`src/rtl/seg_pkg.sv`:
```
// Shared constants and helpers for the seven-segment scan driver.
// Holds digit width, BCD limit, blank-mask and invalid-digit functions.
package seg_pkg;

  localparam int DIGIT_W    = 4;
  localparam int BCD_MAX    = 9;
  localparam int MAX_DIGITS = 8;
  localparam int MAX_W      = MAX_DIGITS * DIGIT_W;

  // Bit i set when digit i is a leading zero to be blanked.
  // Digit 0 is never blanked.
  function automatic logic [MAX_DIGITS-1:0] blank_mask(
    input logic [MAX_W-1:0] v,
    input int               digits,
    input logic             en
  );
    logic [MAX_DIGITS-1:0] m;
    logic                  z;
    m = '0;
    z = 1'b1;
    for (int i = MAX_DIGITS - 1; i > 0; i--) begin
      if (i < digits) begin
        z    = z & (v[i*DIGIT_W +: DIGIT_W] == '0);
        m[i] = en & z;
      end
    end
    return m;
  endfunction

  function automatic logic has_invalid(
    input logic [MAX_W-1:0] v,
    input int               digits
  );
    logic r;
    r = 1'b0;
    for (int i = 0; i < MAX_DIGITS; i++) begin
      if (i < digits) begin
        if (v[i*DIGIT_W +: DIGIT_W] > 4'(BCD_MAX))
          r = 1'b1;
      end
    end
    return r;
  endfunction

endpackage

```
`src/rtl/seg_refresh_timer.sv`:
```
// Slot/digit timer for the scan driver.
// Ports: clk, rst_n in; idx, slot_start, frame_end out.
module seg_refresh_timer #(
  parameter int DIGITS      = 4,
  parameter int REFRESH_DIV = 1000,
  localparam int IW = (DIGITS > 1) ? $clog2(DIGITS) : 1
) (
  input  logic          clk,
  input  logic          rst_n,
  output logic [IW-1:0] idx,
  output logic          slot_start,
  output logic          frame_end
);

  localparam int CW = $clog2(REFRESH_DIV);

  logic [CW-1:0] cnt;
  logic          cnt_last;
  logic          idx_last;

  assign cnt_last   = cnt == CW'(REFRESH_DIV - 1);
  assign idx_last   = idx == IW'(DIGITS - 1);
  assign slot_start = cnt == '0;
  assign frame_end  = cnt_last & idx_last;

  always_ff @(posedge clk or negedge rst_n) begin
    if (!rst_n) begin
      cnt <= '0;
      idx <= '0;
    end else if (cnt_last) begin
      cnt <= '0;
      idx <= idx_last ? '0 : idx + 1'b1;
    end else begin
      cnt <= cnt + 1'b1;
    end
  end

endmodule

```
`src/rtl/seg_scan_driver.sv`:
```
// Multiplexed scan driver: double-buffered BCD, frame-aligned commit.
// Ports: clk, rst_n, Load, Value in; Ready, Din, Blank, An, Err out.
module seg_scan_driver
  import seg_pkg::*;
#(
  parameter int DIGITS      = 4,
  parameter int REFRESH_DIV = 1000,
  parameter int BLANK_LZ    = 1
) (
  input  logic                      clk,
  input  logic                      rst_n,
  input  logic                      Load,
  input  logic [DIGIT_W*DIGITS-1:0] Value,
  output logic                      Ready,
  output logic [DIGIT_W-1:0]        Din,
  output logic                      Blank,
  output logic [DIGITS-1:0]         An,
  output logic                      Err
);

  localparam int VW = DIGIT_W * DIGITS;
  localparam int IW = (DIGITS > 1) ? $clog2(DIGITS) : 1;

  logic [IW-1:0]      idx;
  logic               slot_start;
  logic               frame_end;
  logic               pending;
  logic [VW-1:0]      shadow;
  logic [VW-1:0]      disp;
  logic [DIGITS-1:0]  bmask;
  logic               accept;
  logic [DIGITS-1:0]  an_d;
  logic [DIGIT_W-1:0] din_d;
  logic               blank_d;
  logic               lit;

  seg_refresh_timer #(
    .DIGITS     (DIGITS),
    .REFRESH_DIV(REFRESH_DIV)
  ) u_timer (
    .clk       (clk),
    .rst_n     (rst_n),
    .idx       (idx),
    .slot_start(slot_start),
    .frame_end (frame_end)
  );

  assign Ready  = ~pending;
  assign accept = Load & ~pending;
  assign bmask  = DIGITS'(blank_mask(MAX_W'(disp), DIGITS,
                                     BLANK_LZ != 0));

  // Shadow fills on accept; disp only moves at the frame boundary.
  always_ff @(posedge clk or negedge rst_n) begin
    if (!rst_n) begin
      pending <= 1'b0;
      shadow  <= '0;
      disp    <= '0;
      Err     <= 1'b0;
    end else begin
      if (accept) begin
        shadow  <= Value;
        pending <= 1'b1;
      end
      if (frame_end && pending) begin
        disp    <= shadow;
        pending <= 1'b0;
        Err     <= has_invalid(MAX_W'(shadow), DIGITS);
      end
    end
  end

  always_comb begin
    an_d    = '1;
    blank_d = 1'b1;
    din_d   = '0;
    lit     = 1'b0;
    for (int i = 0; i < DIGITS; i++) begin
      if (idx == IW'(i)) begin
        din_d = disp[i*DIGIT_W +: DIGIT_W];
        lit   = ~slot_start & ~bmask[i];
      end
    end
    if (lit) begin
      blank_d = 1'b0;
      for (int i = 0; i < DIGITS; i++)
        an_d[i] = ~(idx == IW'(i));
    end
  end

  always_ff @(posedge clk or negedge rst_n) begin
    if (!rst_n) begin
      An    <= '1;
      Blank <= 1'b1;
      Din   <= '0;
    end else begin
      An    <= an_d;
      Blank <= blank_d;
      Din   <= din_d;
    end
  end

endmodule

```
`config.mk`:
```
export PLATFORM = sky130hd
export DESIGN_NAME = seg_scan_driver
export DESIGN_NICKNAME = d
export VERILOG_FILES = /design/src/rtl/seg_pkg.sv /design/src/rtl/seg_refresh_timer.sv /design/src/rtl/seg_scan_driver.sv
export SDC_FILE = /design/constraint.sdc
export NUM_CORES = 1
export LEC_CHECK = 0
export ABC_AREA = 1
export BUFFER_PORTS_ARGS = -buffer_cell sky130_fd_sc_hd__buf_2
export CAP_MARGIN = 20
export CORE_MARGIN = 5
export CORE_UTILIZATION = 50
export DETAILED_ROUTE_END_ITERATION = 12
export MAX_ROUTING_LAYER = met4
export PLACE_DENSITY = 0.78
export SYNTH_ARGS = -nofsm -noshare
export SYNTH_HDL_FRONTEND = slang
export SYNTH_SLANG_ARGS = --single-unit
export TNS_END_PERCENT = 5
```
`constraint.sdc`:
```
create_clock -name clk -period 2.55 [get_ports clk]
set_clock_uncertainty 0.15 [all_clocks]
set_input_delay 0.1275 -clock clk [delete_from_list [all_inputs] [get_ports clk]]
set_output_delay 0.1275 -clock clk [all_outputs]
set_load 0.05 [all_outputs]
```
Word-level counts from Yosys, hierarchy flattened
Index checks and enable logic that the tools add are counted.
Word-level totals
  logic and storage cells: 60
  input port bits: 19
  bits in writable memories: 0
  bits in registers: 55
  output and inout bits: 11
  memories kept: 0
  bits in latches: 0
  memory bits (read-only): 0
Operators by class
  equal/unequal tests: 4
  shifts and indexed selects: 0
  reductions and logical operators: 7
  add/sub/neg operators: 2
  order comparisons: 4
  multiplexer cells: 18
  $mul: 0
  divide/modulo/power cells: 0
  bitwise operators: 16
Operator list (number)
  $mux W4: 5
  $gt A4 B4 Y1 const B: 4
  $logic_not A4 Y1: 3
  $mux W1: 11
  $add A10 B1 Y10 const B: 1
  $eq A10 B10 Y1 const B: 1
  $logic_not A10 Y1: 1
  $mux W10: 1
  $not A1 Y1: 9
  $and A1 B1 Y1: 7
  $eq A2 B2 Y1 const B: 2
  $add A2 B1 Y2 const B: 1
  $eq A2 B1 Y1 const B: 1
  $logic_not A2 Y1: 1
  $mux W2: 1
  $reduce_bool A2 Y1: 1
  $logic_and A1 B1 Y1: 1

Logic depth before layout (Yosys ltp)
Gate-level depths: netlist (run 1).
  depth in word-level cells: 9
  depth in mapped cells: 10
  mapped depth without buffers: 10

By module
From an unflattened synthesis (run 1), not the netlist that was laid out.
Unflattened totals
  cell total of the unflattened synthesis: 265
  area total of the unflattened synthesis: 2408.6 um2
Modules (own cells, without submodules)
  seg_scan_driver: instances 1, area each 1745.4 um2, cells each 184
  seg_refresh_timer: instances 1, area each 663.1 um2, cells each 81

Worst setup path after synthesis (run 1)
No wires, ideal clock.
  path kind: flip-flop to flip-flop
  start: reg u_timer.cnt[0]
  end: reg disp[5]
  library setup time: 117 ps
  clock period less this slack: 1572 ps
  path slack: 978 ps
  required time: 2283 ps
  cell stages (with the launch flop): 10
  arrival time: 1305 ps
  cells stage by stage: dfrtp_1 -> ha_1 -> nand2_2 -> nor2_4 -> nand2_4 -> nor2_8 -> nand2_4 -> buf_6 -> nand2_2 -> o21ai_2
On the way
  longest elaborated chain between the ends: 3
Ends and longest elaborated chain
  from (decl): line seg_refresh_timer.sv:17  | logic [CW-1:0] cnt;
  from (signal assigned): line seg_refresh_timer.sv:34  | cnt <= cnt + 1'b1;
  $eq A10 B10 Y1: line seg_refresh_timer.sv:21  | assign cnt_last = cnt == CW'(REFRESH_DIV - 1);
  $and A1 B1 Y1: line seg_refresh_timer.sv:24  | assign frame_end = cnt_last & idx_last;
  $logic_and A1 B1 Y1: line seg_scan_driver.sv:65  | if (frame_end && pending) begin
  to (signal assigned): line seg_scan_driver.sv:66  | disp <= shadow;
  to (decl): line seg_scan_driver.sv:29  | logic [VW-1:0] disp;
No other way between the ends.
A chain may end at the register's enable or synchronous reset.

Final worst setup path (run 1)
  start: reg u_timer.cnt[0]
  end: reg disp[0]
The elaborated chain is that of the path after synthesis.

==> results by group, run 1 <==
Cells and area
  • Layout cells sized above 1: 0.2563
  • Fillers: 393
  • Diode count: 0
  • Commonest non-fill, non-tap cell in the layout: dfrtp_1
  • Area growth, synth to finish: 18.55%
  • Register area: 1383 sq um
  • Most frequent cells in the layout: dfrtp_1, inv_1, nor2_1, nand2_1, buf_2
  • Area of the multi-input gates: 959.7 sq um
  • Net count, final: ~340

Place
  • Gp weighted congestion: 0.9024
  • Port buffer count: 29
  • Placement Setup Slack: 692.0 ps
  • Post-DP HPWL: 3.107 mm

GRT
  • First-pass GRT wire length: ~8 mm
  • Total GRT Usage: 0.1626
  • Pin count of the biggest net entering global routing: 43
  • Congestion Overflow GR: 0
  • Initial antenna violation count: 0
  • Vias in the first global route: 1798

Clock tree
  • TritonCTS Buffers: 5
  • CTS tree: done
  • Clk_lat worst skew: 310 ps
  • Post-cts gate resize count: 0
  • Reg clk slew, reported paths: roughly 100 ps
  • CTS max path bufs: 2
  • Hold buffers post-CTS: 18
  • Max H-tree Level: 2
  • Root Buffer: clkbuf_8
  • Clk sinks: 55
  • Post-CTS Setup Bufs: 0

Synthesis
  • Post-Synthesis Cells: 270
  • Top_reg_cell synth: dfrtp_1
  • Yosys warns: 0
  • Synth unique cells: 27
  • Post-synth top area share: 0.4946
  • #FFs+latches synth: between 50 and 60
  • Number of synthesized flops with an enable pin: 0
  • Synth top area cells: dfrtp_1, o21ai_2, inv_1
  • Syn_area_per_cell: 9.370 sq um
  • Mapped cell area: around 2500 sq um
  • Post-Syn Nets: 295
  • Synth area leader: dfrtp_1
  • FFs w/ async S/R, synth: 1.000
  • Sequential area share after synthesis: 0.5465

Pwr
  • Sequential Power Share: 0.609
  • Clock share of power: 0.322
  • Sw Share: 0.2368
  • PD cells: ~500 nW/um^2
  • Sw power: 354.6 uW
  • Combinational fraction of design power: 0.069
  • Static leakage: 1.539 nW
  • Pint: 1.143 mW
  • Max IR drop VDD: 0.0002882 V

Setup path
  • Endpoint class of the critical path: register
  • Worst EP arrival: 1900 ps
  • Nature of the critical path startpoint: register
  • Setup CP Type: register to register
  • Largest fanout on the critical path: 35
  • WP data required: about 2600 ps

STA
  • Final Max Tran Viols: 0
  • Unrepaired setup endpoints after global routing: no
  • Post-layout min period: approximately 1900 ps
  • Crit share post-route: 0.7312
  • Setup WS post-layout: roughly 690 ps
  • Slew Limit Headroom: 0.3906
  • Fin Setup TNS: 0 ps
  • Slew of the pin with the lowest slew margin: 911.9 ps
  • Hold Vio Cnt, Final: 0
  • Fmax: about 540 MHz
  • Final setup viols: 0

Floorplan
  • Io pins: 30
  • Die area: 6582 sq um
  • Chip width: ~81 um
  • Die height: 81.13 um
  • Initial core utilization: 0.5252
  • Num rows: 25
  • Core Box Area: 4817 sq um

Route
  • Antenna Nets Post-Route: 0
  • Routed wire length per instance: about 12 um
  • Vias/cell: 4.713
  • Vias: roughly 1800
  • Initial DRT Pass Iterations: 4
  • DR iter-0 viols: 98
  • Drt drc: 0
  • Detailed Route WL: 4.458 mm

Worst hold path
  • HP Class: primary input to async pin

Outcome
  • Status: complete, no violations

Flow run
  • Max-cap viol count: 0
-- through the flow --
stage                 util  area, sq um  total power [mW]  std cells  hold WS [ps]
finish              0.6226         2999             1.497        387         321.5
global route        0.6226         2999             1.565        387         375.0
CTS                 0.6226         2999             1.513        387         350.1
detailed placement  0.5657         2725             1.013        361         161.9
global placement    0.5657         2725             1.010        361         151.4
floorplan                -         2530            0.9666        270        -318.1
-- flip-flops by register name, indices dropped and copies added (netlist names) --
signal	flops
shadow	16
Din	4
u_timer.idx	2
Err	1
Blank	1
u_timer.cnt	10
disp	16
An	4
pending	1
-- worst paths after layout --
kind	start	to	slack, ps	depth (start not counted)
max in group asynchronous	rst_n	Din[0]$_DFF_PN0_	1240	3
max reg2reg	u_timer.cnt[0]$_DFF_PN0_	disp[0]$_DFFE_PN0P_	690	8
min	rst_n	shadow[3]$_DFFE_PN0P_	320	2
min reg2reg	u_timer.cnt[9]$_DFF_PN0_	u_timer.cnt[9]$_DFF_PN0_	340	1
min in group clk	u_timer.cnt[9]$_DFF_PN0_	u_timer.cnt[9]$_DFF_PN0_	340	1
max	u_timer.cnt[0]$_DFF_PN0_	disp[0]$_DFFE_PN0P_	690	8
-- power by group through the flow --
stage | clock network (mW) | registers, mW | logic [mW]
finish | 0.481 | 0.912 | 0.104
global route | 0.529 | 0.916 | 0.120
CTS | 0.497 | 0.912 | 0.104
detailed placement | 0 | 0.929 | 0.0835
global placement | 0 | 0.928 | 0.0812
floorplan | 0 | 0.927 | 0.0394
-- cells in the mapped netlist, types with 2 or more instances --
cell     count
nand2_2     15
dfrtp_1     50
nor3_1       3
nand3_1     11
ha_1         6
nand2_4      2
o21ai_2     17
o21ai_0     17
inv_1       36
buf_6        3
nand2_1     31
nor2_1      34
dfstp_2      5
a21oi_1     23
buf_1        3
xor2_1       3
-- kinds of logic (layout without fill, tap and decap cells) --
group                    Yosys count  in the layout  share of synthesized area
XOR/XNOR                           3              3                    0.01039
buffers and inverters             44             94                    0.07418
adder cells (fa/ha/maj)            6              6                    0.02967
AO/OA/AOI/OAI                     59             59                     0.1439
flip-flops                        55             55                     0.5465
AND/OR/NAND/NOR                  103            103                     0.1954
-- worst max-delay path: stages, from the launching register on --
cell and delay [ps]:
dfrtp_1 380, ha_1 210, nand2_2 110, nor2_4 140, nand2_4 70, nor2_8 150
nand2_4 300, nand2_1 170, o21ai_2 60
-- per-layer routing --
layer,wire length [um],share of wire,track usage
met1,2094,0.47,0.1964
met2,2100,0.47,0.2619
met3,215,0.048,0.03769
met4,48,0.011,0.06926
met5,0,0,-
-- layout make-up --
class | count | share of cell area
flip-flops and latches | 55 | 0.4610
multi-input cells | 171 | 0.3200
repair buffers | 49 | 0.1135
inverters | 37 | 0.04631
well taps | 67 | 0.02795
clock buffers | 5 | 0.02295
clock inverters | 3 | 0.008344
No activity file was read; power rests on OpenSTA's default activity.
==> inputs of run 2 (changes only) <==
Clock period 2.55 ns to 1.8 ns, I/O delays scaled along.
==> run 2 against run 1 <==
Compared with the run above: global-route usage rose by 0.32 points; non-clock buffer count rose by 2; total power rose by 40%; sequential power rose by 41%.
==> results by group, run 2 (same netlist as run 1, synthesis figures left out) <==
STA
  • Crit share post-route: 0.9276 (+0.1963)
  • Slew Limit Headroom: 0.7644 (+0.3738)
  • Final hold slack: 149.3 ps (-172.2 ps)
  • Slew of the pin with the lowest slew margin: 350.6 ps (-561.3 ps)
  • Unrepaired setup endpoints after global routing: no
  • Setup WS post-layout: 130.3 ps (-555.0 ps)
  • Final setup viols: 0 (unchanged)
  • Post-layout min period: 1670 ps (-195.0 ps)
  • Fmax: 598.9 MHz (+12%)
  • Final Max Tran Viols: 0 (unchanged)
  • Hold Vio Cnt, Final: 0 (unchanged)

Outcome
  • Status: complete, no violations

Clock tree
  • Max H-tree Level: 2 (unchanged)
  • Clk sinks: 55 (unchanged)
  • TritonCTS Buffers: 5 (unchanged)
  • Clk_lat worst skew: 310 ps (about the same)
  • CTS tree: done
  • CTS max path bufs: 2 (unchanged)
  • Reg clk slew, reported paths: 90 ps (about the same)
  • Root Buffer: clkbuf_8

Floorplan
  • Chip width: 81.13 um (unchanged)
  • Core Box Area: 4817 sq um (unchanged)
  • Io pins: 30 (unchanged)
  • Num rows: 25 (unchanged)
  • Die area: 6582 sq um (unchanged)
  • Die height: 81.13 um (unchanged)
  • Initial core utilization: 0.5252 (unchanged)

Cells and area
  • Area growth, synth to finish: 20.43%
  • Fillers: 422 (+7.4%)
  • Net count, final: 347 (+0.87%)
  • Commonest non-fill, non-tap cell in the layout: dfrtp_1
  • Most frequent cells in the layout: dfrtp_1, inv_1, nor2_1, nand2_1, buf_2
  • Diode count: 0 (unchanged)
  • Core Util, Final: 0.6325 (+0.009871)
  • Top flop regs: disp: 16 flops, shadow: 16 flops, u_timer.cnt: 10 flops
  • Layout cells sized above 1: 0.2663 (+0.01000)

Route
  • Vias/cell: 4.818 (+2.2%)
  • Routed wire length per instance: 12.05 um (+4.6%)
  • Initial DRT Pass Iterations: 4 (unchanged)
  • Antenna Nets Post-Route: 0 (unchanged)
  • Vias: 1879 (+3.0%)
  • DR iter-0 viols: 108 (+10%)
  • Detailed Route WL: 4.701 mm (+5.5%)
  • Drt drc: 0 (unchanged)

GRT
  • Initial antenna violation count: 0 (unchanged)
  • First-pass GRT wire length: 8.004 mm (about the same)
  • Vias in the first global route: 1852 (+3.0%)
  • Congestion Overflow GR: 0 (unchanged)
  • Pin count of the biggest net entering global routing: 56 (+30%)
  • Total GRT Usage: 0.1659 (+0.003205)

Setup path
  • Largest fanout on the critical path: 9 (-74%)
  • Reg2reg end: u_timer.cnt[9]$_DFF_PN0_
  • Nature of the critical path startpoint: register
  • R2r worst-path depth: 9 (+1)
  • Setup CP Type: register to register
  • Worst EP arrival: 1720 ps (-180 ps)
  • Slowest-stage cell, CP: dfrtp_1
  • R2R Setup Slk: 130 ps (-550 ps)
  • Max incr delay on CP: 380 ps (about the same)
  • Worst Setup EP: u_timer.cnt[9]$_DFF_PN0_
  • Crit path cell chain: ha_2 > nand2_2 > nor2_4 > nand2_4 > nor2_8 > buf_6 > inv_1 > nand2_1 > a21oi_1
  • WP data required: 1850 ps (-730 ps)
  • Endpoint class of the critical path: register
  • RR Startpoint: u_timer.cnt[0]$_DFF_PN0_
  • Crit. Startpoint: u_timer.cnt[0]$_DFF_PN0_

Flow run
  • Max-cap viol count: 0 (unchanged)

Pwr
  • Max IR drop VDD: 0.0006074 V (+110%)
  • PD cells: 688.1 nW/um^2 (+38%)
  • Static leakage: 1.549 nW (+0.68%)

Place
  • Post-DP HPWL: 3.213 mm (+3.4%)
  • Port buffer count: 29 (unchanged)
  • Gp weighted congestion: 0.8641 (-4.2%)
  • Placement Setup Slack: -28.25 ps (-720.2 ps)

Worst hold path
  • HP Class: primary input to async pin
==> run 2: cell count changes in the layout (fill, tap and decap cells not counted) <==
cell      change
clkinv_4      -2
ha_1          -2
ha_2          +2
buf_12        +1
buf_6         +1
clkbuf_1      +1
clkinv_2      +1
nand2_8       +1
==> run 2: final cells by class <==
cell class	instances	area, sq um	share of cell area
clock buffer	6	72.57	0.02382
clock inverter	2	12.51	0.004107
inverter	37	138.9	0.04559
multi-input combinational	172	984.7	0.3232
sequential	55	1383	0.4538
tap	67	83.83	0.02752
timing repair buffer	51	371.6	0.1220
==> run 2: what timing repair did <==
item	4_1_cts	5_1_grt
setup endpoints to repair	3	8
endpoints found under the hold margin	72	0
hold buffers	18	0
setup buffers	0	0
cloned	0	1
resized for setup	1	3
pin swaps	0	1
==> run 2: metal layers <==
metal	global-route usage	wire length (um)
met5	-	0
met4	0.07264	90
met3	0.04545	235
met2	0.2685	2323
met1	0.1938	2052
==> run 2: power by group <==
| group | switching [mW] | internal [mW] |
|---|---|---|
| registers | 0.0166 | 1.28 |
| clock network | 0.381 | 0.273 |
| logic | 0.0841 | 0.0650 |
| total | 0.482 | 1.61 |
==> run 2: critical path: cells and delay by family, from the launching register on <==
family | cells | cell delay [ps]
AND/OR/NAND/NOR | 5 | 540
flip-flops | 1 | 380
buffers and inverters | 2 | 240
adder cells (fa/ha/maj) | 1 | 210
AO/OA/AOI/OAI | 1 | 40
==> run 2: worst min-delay path by stage <==
stage	from	to	slack (ps)	depth (start not counted)
2_1_floorplan	rst_n	Din[0]$_DFF_PN0_	-360	0
3_3_place_gp	rst_n	shadow[4]$_DFFE_PN0P_	-40	2
3_5_place_dp	rst_n	pending$_DFFE_PN0P_	-50	2
4_1_cts	rst_n	disp[15]$_DFFE_PN0P_	160	3
5_1_grt	rst_n	disp[15]$_DFFE_PN0P_	190	3
6_report	rst_n	pending$_DFFE_PN0P_	150	3
==> run 2: through the flow <==
step	cell area, sq um	TNS, ps	power [mW]	cells
global placement	2753	0	1.432	363
CTS	3027	0	2.120	389
detailed placement	2753	-35.28	1.439	363
floorplan	2530	0	1.369	270
finish	3047	0	2.096	390
global route	3047	0	2.181	390
